<file path="config.mk">
export PLATFORM = sky130hd
export DESIGN_NAME = ifetch_buf
export DESIGN_NICKNAME = d
export VERILOG_FILES = /design/src/rtl/ifetch_buf_pkg.sv /design/src/rtl/ifetch_buf_predecode.sv /design/src/rtl/ifetch_buf.sv
export SDC_FILE = /design/constraint.sdc
export NUM_CORES = 1
export LEC_CHECK = 0
export CAP_MARGIN = 20
export CELL_PAD_IN_SITES_DETAIL_PLACEMENT = 0
export CELL_PAD_IN_SITES_GLOBAL_PLACEMENT = 2
export CORE_AREA = 4 4 187 189
export DETAILED_ROUTE_END_ITERATION = 7
export DIE_AREA = 0 0 191 193
export GPL_TIMING_DRIVEN = 0
export PLACE_DENSITY_LB_ADDON = 0.1
export SYNTH_ARGS = -nofsm -noshare
export SYNTH_HDL_FRONTEND = slang
export SYNTH_HIERARCHICAL = 1
export SYNTH_SLANG_ARGS = --single-unit
</file>
<file path="constraint.sdc">
create_clock -name clk -period 3.18 [get_ports clk]
set_input_delay 0.318 -clock clk [delete_from_list [all_inputs] [get_ports clk]]
set_output_delay 0.318 -clock clk [all_outputs]
set_load 0.01 [all_outputs]
</file>
<file path="src/rtl/ifetch_buf_pkg.sv">
// ifetch_buf_pkg: shared fetch-unit definitions (RV32 opcode constants, word
// size, fetch-entry layout, fetch state encoding, opcode legality helper).
package ifetch_buf_pkg;

    localparam int SIZE_WORD = 4;

    // Fetch-entry layout is {pc, instr, pred}: two XLEN words plus the flag.
    localparam int FE_PRED_W = 1;

    function automatic int fe_width(input int xlen);
        return 2 * xlen + FE_PRED_W;
    endfunction

    typedef enum logic [6:0] {
        R_TYPE  = 7'b0110011,
        I_TYPE  = 7'b0010011,
        I_LOAD  = 7'b0000011,
        S_TYPE  = 7'b0100011,
        B_TYPE  = 7'b1100011,
        I_JALR  = 7'b1100111,
        J_JAL   = 7'b1101111,
        U_AUIPC = 7'b0010111,
        U_LUI   = 7'b0110111
    } opcode_e;

    typedef enum logic {
        ST_RUN,
        ST_HALTED
    } fetch_state_e;

    // True for the opcodes the core executes; anything else halts fetch.
    function automatic logic is_legal_op(input logic [6:0] op);
        case (op)
            R_TYPE, I_TYPE, I_LOAD, S_TYPE, B_TYPE,
            I_JALR, J_JAL, U_AUIPC, U_LUI: return 1'b1;
            default:                       return 1'b0;
        endcase
    endfunction

endpackage

</file>
<file path="src/rtl/ifetch_buf_predecode.sv">
// ifetch_predecode: combinational look at a returning instruction word.
// Produces the next fetch address, the predicted-taken flag and an
// illegal-opcode flag. With IFETCH_BPRED_EN defined, JAL and backward
// branches are predicted taken; otherwise the next address is always pc+4.
module ifetch_predecode
    import ifetch_buf_pkg::*;
#(
    parameter int XLEN = 32
) (
    input  logic [XLEN-1:0] instr,
    input  logic [XLEN-1:0] pc,
    output logic [XLEN-1:0] target,
    output logic            pred_taken,
    output logic            illegal
);

    logic [6:0] opc;

    assign opc     = instr[6:0];
    assign illegal = !is_legal_op(opc);

`ifdef IFETCH_BPRED_EN
    logic [XLEN-1:0] imm_j;
    logic [XLEN-1:0] imm_b;

    // Static prediction: JAL always taken, B-type taken only when backward.
    always_comb begin
        imm_j      = {{(XLEN-20){instr[31]}}, instr[19:12], instr[20], instr[30:21], 1'b0};
        imm_b      = {{(XLEN-12){instr[31]}}, instr[7], instr[30:25], instr[11:8], 1'b0};
        target     = pc + XLEN'(SIZE_WORD);
        pred_taken = 1'b0;
        if (opc == J_JAL) begin
            target     = pc + imm_j;
            pred_taken = 1'b1;
        end else if (opc == B_TYPE && imm_b[XLEN-1]) begin
            target     = pc + imm_b;
            pred_taken = 1'b1;
        end
    end
`else
    logic unused_hi;

    assign unused_hi  = ^instr[XLEN-1:7];
    assign target     = pc + XLEN'(SIZE_WORD);
    assign pred_taken = 1'b0;
`endif

endmodule

</file>
<file path="src/rtl/ifetch_buf.sv">
// ifetch_buf: fetch address generation, single-outstanding IMEM request
// (1-cycle read latency) and a DEPTH-entry decoupling queue toward decode.
// Build option: IFETCH_BPRED_EN enables static JAL/backward-branch prediction;
// without it fetch is purely sequential and out_pred_taken is tied low.
module ifetch_buf
    import ifetch_buf_pkg::*;
#(
    parameter int              XLEN     = 32,
    parameter int              DEPTH    = 4,
    parameter logic [XLEN-1:0] RESET_PC = '0
) (
    input  logic            clk,
    input  logic            rst,
    output logic            imem_req,
    output logic [XLEN-1:0] imem_addr,
    input  logic [XLEN-1:0] imem_rdata,
    input  logic            redirect_valid,
    input  logic [XLEN-1:0] redirect_pc,
    output logic            out_valid,
    input  logic            out_ready,
    output logic [XLEN-1:0] out_instr,
    output logic [XLEN-1:0] out_pc,
    output logic            out_pred_taken,
    output logic            halt
);

    localparam int PW = $clog2(DEPTH);
    localparam int CW = PW + 1;

    typedef struct packed {
        logic [XLEN-1:0]      pc;
        logic [XLEN-1:0]      instr;
`ifdef IFETCH_BPRED_EN
        logic [FE_PRED_W-1:0] pred;
`endif
    } entry_t;

    entry_t          mem_q [DEPTH];
    entry_t          head;
    entry_t          enq_entry;

    logic [PW-1:0]   wr_ptr_q, wr_ptr_d;
    logic [PW-1:0]   rd_ptr_q, rd_ptr_d;
    logic [CW-1:0]   count_q, count_d;
    logic [XLEN-1:0] fetch_pc_q, fetch_pc_d;
    logic [XLEN-1:0] inflight_pc_q, inflight_pc_d;
    logic            inflight_q, inflight_d;
    logic            halt_q, halt_d;
    fetch_state_e    state_q, state_d;

    logic [XLEN-1:0] pd_target;
    logic            pd_pred;
    logic            pd_illegal;

    logic [XLEN-1:0] next_pc;
    logic            issue;
    logic            credit_ok;
    logic            enq;
    logic            deq;
    logic            halt_now;

    // The returning word is inspected while it is still on imem_rdata so the
    // predicted target can be issued in the same cycle (zero-bubble).
    ifetch_predecode #(.XLEN(XLEN)) u_predecode (
        .instr      (imem_rdata),
        .pc         (inflight_pc_q),
        .target     (pd_target),
        .pred_taken (pd_pred),
        .illegal    (pd_illegal)
    );

    assign head      = mem_q[rd_ptr_q];
    assign out_valid = (count_q != '0);
    assign out_pc    = head.pc;
    assign out_instr = head.instr;

`ifdef IFETCH_BPRED_EN
    assign out_pred_taken = out_valid & head.pred[0];
`else
    logic unused_pred;

    assign unused_pred    = pd_pred;
    assign out_pred_taken = 1'b0;
`endif

    // Halt shows as soon as the illegal entry reaches the head and then
    // sticks (via halt_q) after that entry has been consumed.
    assign halt_now  = out_valid && !is_legal_op(head.instr[6:0]);
    assign halt      = halt_q | halt_now;

    assign imem_req  = issue;
    assign imem_addr = next_pc;

    // Next fetch address, issue decision and queue pointer/count updates.
    always_comb begin
        // A slot is reserved for the outstanding response; a pop in the same
        // cycle is not credited so the queue can never overflow.
        credit_ok = (int'(count_q) + int'(inflight_q)) < DEPTH;

        next_pc = fetch_pc_q;
        if (redirect_valid) begin
            next_pc = redirect_pc;
        end else if (inflight_q) begin
            next_pc = pd_target;
        end

        // An illegal response stops fetch right away, before it is enqueued.
        issue = 1'b0;
        if (rst) begin
            if (redirect_valid) begin
                issue = 1'b1;
            end else if (state_q == ST_RUN && credit_ok && !(inflight_q && pd_illegal)) begin
                issue = 1'b1;
            end
        end

        enq = inflight_q && !redirect_valid;
        deq = out_valid && out_ready && !redirect_valid;

        enq_entry.pc    = inflight_pc_q;
        enq_entry.instr = imem_rdata;
`ifdef IFETCH_BPRED_EN
        enq_entry.pred  = pd_pred;
`endif

        wr_ptr_d = wr_ptr_q;
        rd_ptr_d = rd_ptr_q;
        count_d  = count_q;
        state_d  = state_q;
        halt_d   = halt_q;

        if (redirect_valid) begin
            wr_ptr_d = '0;
            rd_ptr_d = '0;
            count_d  = '0;
            state_d  = ST_RUN;
            halt_d   = 1'b0;
        end else begin
            if (enq) begin
                wr_ptr_d = wr_ptr_q + PW'(1);
            end
            if (deq) begin
                rd_ptr_d = rd_ptr_q + PW'(1);
            end
            if (enq && !deq) begin
                count_d = count_q + CW'(1);
            end else if (!enq && deq) begin
                count_d = count_q - CW'(1);
            end
            if (enq && pd_illegal) begin
                state_d = ST_HALTED;
            end
            if (halt_now) begin
                halt_d = 1'b1;
            end
        end

        fetch_pc_d    = next_pc;
        inflight_d    = issue;
        inflight_pc_d = issue ? next_pc : inflight_pc_q;
    end

    // Control state and fetch FSM; synchronous active-low reset.
    always_ff @(posedge clk) begin
        if (!rst) begin
            fetch_pc_q    <= RESET_PC;
            inflight_q    <= 1'b0;
            inflight_pc_q <= RESET_PC;
            wr_ptr_q      <= '0;
            rd_ptr_q      <= '0;
            count_q       <= '0;
            state_q       <= ST_RUN;
            halt_q        <= 1'b0;
        end else begin
            fetch_pc_q    <= fetch_pc_d;
            inflight_q    <= inflight_d;
            inflight_pc_q <= inflight_pc_d;
            wr_ptr_q      <= wr_ptr_d;
            rd_ptr_q      <= rd_ptr_d;
            count_q       <= count_d;
            state_q       <= state_d;
            halt_q        <= halt_d;
        end
    end

    // Queue storage; slots outside the valid window are don't-care, no reset.
    always_ff @(posedge clk) begin
        if (enq) begin
            mem_q[wr_ptr_q] <= enq_entry;
        end
    end

endmodule

</file>
Yosys cells after proc, flatten, opt, wreduce, memory -nomap -nowiden
Memories as Yosys holds them, arrays and structs flattened. A register that Yosys moved wholly into a read port is not among the register bits. Index checks and enable logic that the tools add are counted.

Magnitude comparators: 1. Equality and inequality tests: 18. Add/subtract/negate cells: 6. Reductions and logical operators: 21. Muxes and demuxes: 13. Bitwise gates (word level): 3.

Operators with widths (count): 32-bit 2-to-1 mux (2); 7-bit by 6-bit equality test with 1-bit output, second input constant (6); 7-bit equality test, second input constant (6); 32-bit by 3-bit adder with 32-bit output, second input constant (1); 7-bit by 5-bit equality test with 1-bit output, second input constant (4); 9-bit OR reduction (2); 7-bit by 2-bit equality test with 1-bit output, second input constant (2); 1-bit logical AND (10); 1-bit 2-to-1 mux (7); 1-bit logical NOT (6); 3-bit 2-to-1 mux (2); 2-bit by 1-bit adder with 2-bit output, second input constant (2); 3-bit by 1-bit adder with 4-bit output (1); 4-bit by 3-bit < comparator with 1-bit output, second input constant (1); 2-bit 2-to-1 mux (2); 3-bit by 1-bit adder with 3-bit output, second input constant (1); 3-bit nonzero test (1); 3-bit by 1-bit subtractor with 3-bit output, second input constant (1); 1-bit NOT (2); 2-bit nonzero test (1); 2-bit OR reduction (1); 1-bit OR (1).

Memory bits (writable): 256. Output and inout port bits: 100. Memories kept: 1. Register bits: 74. Bits of input ports: 68. Logic and storage cells: 71.

Memories: mem_q (depth 4, width 64, read ports 1, clocked after memory_dff 1, wr ports 1, RTL line ifetch_buf.sv:38) `entry_t mem_q [DEPTH];`.

Logic depth before layout (Yosys ltp)
Word-level depth: 10. Depth in mapped cells: 10. Mapped depth without buffers: 9.

Modules after synthesis
The synthesis kept the hierarchy.

By module, submodules not included: ifetch_buf (instances 1, cells each 714, area an instance 12535.8 sq um, sequential area each 9208.8 sq um); ifetch_predecode (instances 1, cells each 88, area an instance 641.9 sq um, sequential area each 0.0 sq um).

Least setup slack after synthesis
Ideal clock, no wire load.

Path type: register -> register. Start point: register inflight_q. End point: memory mem_q[1][0] in the netlist's numbering, enable pin. Clock period less this slack: 2883 ps. Arrival time: 2454 ps. Slack: 297 ps. Cell stages (with the launch flop): 5. Buffers on the path: 2. Data required time: 2751 ps. Library setup time: 429 ps. Cells stage by stage: dfxtp_1 -> buf_4 -> buf_6 -> nor2b_1 -> and2_1.

Word-level cells in the longest chain between the ends: 3.

RTL lines: start: declaration (RTL line ifetch_buf.sv:47) `logic inflight_q, inflight_d;`; start signal: assignment (RTL line ifetch_buf.sv:176) `inflight_q <= inflight_d;`; 1-bit logical AND (RTL line ifetch_buf.sv:117) `enq = inflight_q && !redirect_valid;`; via enq (RTL line ifetch_buf.sv:58) `logic enq;`; 1-bit 2-to-1 mux (RTL line ifetch_buf.sv:188) `if (enq) begin`; 1-bit 2-to-1 mux (not written as such) (RTL line ifetch_buf.sv:189) `mem_q[wr_ptr_q] <= enq_entry;`; end: declaration (RTL line ifetch_buf.sv:38).

The timed path passes the listed nets, and every way through them passes these cells.

==> summary.md <==
| Metric | Value |
|---|---|
| Detailed Place HPWL | 19.72 mm |
| Cell Area, Placed | 15510 sq um |
| 1st-pass router iterations | 4 |
| Antenna cell count | 0 |
| CTS root buf | clkbuf_16 |
| Mean Syn Cell Area | 16.46 sq um |
| DIE AREA | roughly 37000 sq um |
| Core Region | 33280 sq um |
| Final Routed Wirelength | 29.57 mm |
| Die height | about 190 um |
| Routability cong. | 0.7289 |
| Switching Share | 21.44% |
| Initial Util | 39.56% |
| First-pass GRT wire length | 45.91 mm |
| Crit Path Max Fanout | 10 |
| Final setup margin | 138.4 ps |
| CTS clk-pin slew, worst paths | 60 ps |
| RSZ-0062 raised after global routing | false |
| Leakage power | 5.960 nW |
| Clk sink count | 332 |
| Mapped Cells | 800 |
| Number of port buffers | between 150 and 200 |
| Cell Area, Synth | 13170 sq um |
| Crit Path Class | reg -> out |
| Grt ovf | 0 |
| Nets | 1091 |
| Area grow syn2layout | 28.82% |
| Maximum clock path buffer count | 3 |
| Type of the most critical hold path | in -> reg |
| Tot Pwr | 9.609 mW |
| Crit. End Element | output port |
| Clock Latency Late Sink | 510 ps |
| Drt drc | 0 |
| Net count after synthesis | 875 |
| Finished Cell Area | 16960 sq um |
| Initial antenna violation count | 0 |
| I/O Pins | roughly 170 |
| Placed instance count | around 1400 |
| Row cnt | between 60 and 70 |
| WL/cell | between 15 and 20 um |
| Clock skew | around 22 ps |
| Max rail drop VDD | 0.0003791 V |
| CTS tree | yes |
| Achievable Freq | approximately 330 MHz |
| GRT Resource Usage Total | 16.23% |
| Cell Count, Final, Fillers Out | 1492 |
| P_int | 7.548 mW |
| H-tree Lvls | 2 |
| Synthesis Warnings | 6 |
| Vias in the first global route | ~8000 |
| Max_cap viols | 0 |
| Final hold viol count | 0 |
| CTS Buf Count | 36 |
| Vias post-DR | 7300 |
| Worst Tran Pin Value | 741.3 ps |
| Avg Vias per Cell | 4.893 |
| Clock share of power | 41.4% |
| Share of power burned in combinational logic | 8.0% |
| Register share of total power | around half |
| Final period utilization | between 90% and 100% |
| Final min period | 3042 ps |
| Rel. slew slack | 50.58% |
| Crit start category | flop |
| Largest net degree at the start of global routing | 56 |
| Layout cell share with drive strength beyond 1 | 21.26% |
| Post-route antenna net violation count | 0 |
| DIE WIDTH | 191 um |
| Fin. max-slew vios | 0 |
| Pre-CTS WS | -349.0 ps |
| Critical Path RT | 2860 ps |
| PwrDens | 566.5 nW/um^2 |
| Total net switching power | 2.060 mW |
| Final setup violation count | 0 |
| Worst EP arrival | 2720 ps |
| DRT iter0 DRCs | 379 |
| Outcome | complete, no violations |
| Hold buffers post-CTS | 0 |
-- area by class of cell --
type	instances	area (sq um)
clock inverter	19	147.6
tap	448	560.5
multi-input combinational	417	3850
sequential	332	9254
timing repair buffer	178	1872
inverter	8	32.53
fill	2873	16320
buffer	43	250.2
clock buffer	47	994.7
-- power by group through the flow --
stage,sequential [mW],clock [mW],combinational (mW)
4_1_cts,4.86,4.09,0.785
3_3_place_gp,4.95,0,0.758
5_1_grt,4.87,4.29,0.842
6_report,4.86,3.98,0.768
2_1_floorplan,4.92,0,0.369
3_5_place_dp,4.95,0,0.766
-- worst max-delay path, stage by stage, from the launching register on --
cell,delay [ps]
dfxtp_1,300
buf_4,190
buf_4,230
clkbuf_1,540
mux4_2,430
clkdlybuf4s50_1,500
-- per-stage QoR --
step / setup TNS [ps] / util, % / hold slack [ps]
2_1_floorplan: 0 / - / 416.9
3_3_place_gp: -513020 / 46.24 / 472.7
3_5_place_dp: -1958 / 46.60 / 486.8
4_1_cts: 0 / 50.61 / 427.0
5_1_grt: 0 / 50.96 / 172.3
6_report: 0 / 50.96 / 163.2
-- per-layer routing --
| metal | GRT usage [%] | part of all wire (%) |
|---|---|---|
| met1 | 23.66 | 46 |
| met2 | 25.78 | 46 |
| met3 | 3.223 | 5.9 |
| met4 | 3.232 | 1.4 |
| met5 | 0 | 0 |
-- state kept, by name, summed over array words and instances (netlist names), named ones only --
signal / cells
mem_q: 256
inflight_pc_q: 32
inflight_q: 1
rd_ptr_q: 2
wr_ptr_q: 2
state_q: 1
fetch_pc_q: 32
count_q: 3
halt_q: 1
-- placed cells by master (no fill, tap or decap), types with 4 or more instances in the layout --
cell type / count
ha_1: 5
o21ai_0: 10
a21boi_1: 13
clkinv_1: 7
nand4_1: 8
clkinv_2: 9
mux4_2: 64
nand3_1: 15
dfxtp_4: 6
a21boi_0: 20
clkbuf_16: 38
nand2_1: 104
xor2_1: 13
dfxtp_1: 52
mux2i_1: 34
and3_1: 7
o21ai_2: 18
buf_6: 4
buf_2: 8
dlymetal6s2s_1: 17
clkdlybuf4s50_1: 145
o21ai_1: 5
and2_4: 4
inv_1: 7
dfxtp_2: 18
buf_4: 20
and2_1: 33
edfxtp_1: 256
nor2_1: 10
xnor2_1: 18
clkbuf_1: 24
buf_16: 4
-- path summary, 6_finish.rpt --
check / startpoint / end / slack [ps] / cells past startpoint
max: flop / out_pc[11] / 140 / 5
min: imem_rdata[2] / mem_q[0][2] / 160 / 1
max reg2reg: inflight_q / count_q[2] / 690 / 9
min reg2reg: inflight_pc_q[15] / inflight_pc_q[15] / 520 / 2
-- timing repair --
action | 4_1_cts | 5_1_grt
pin swaps | 3 | 5
setup endpoints to repair | 24 | 26
gates resized for setup | 79 | 37
buffers inserted | 4 | 4
Note: power is estimated with default switching activity, not from simulation.
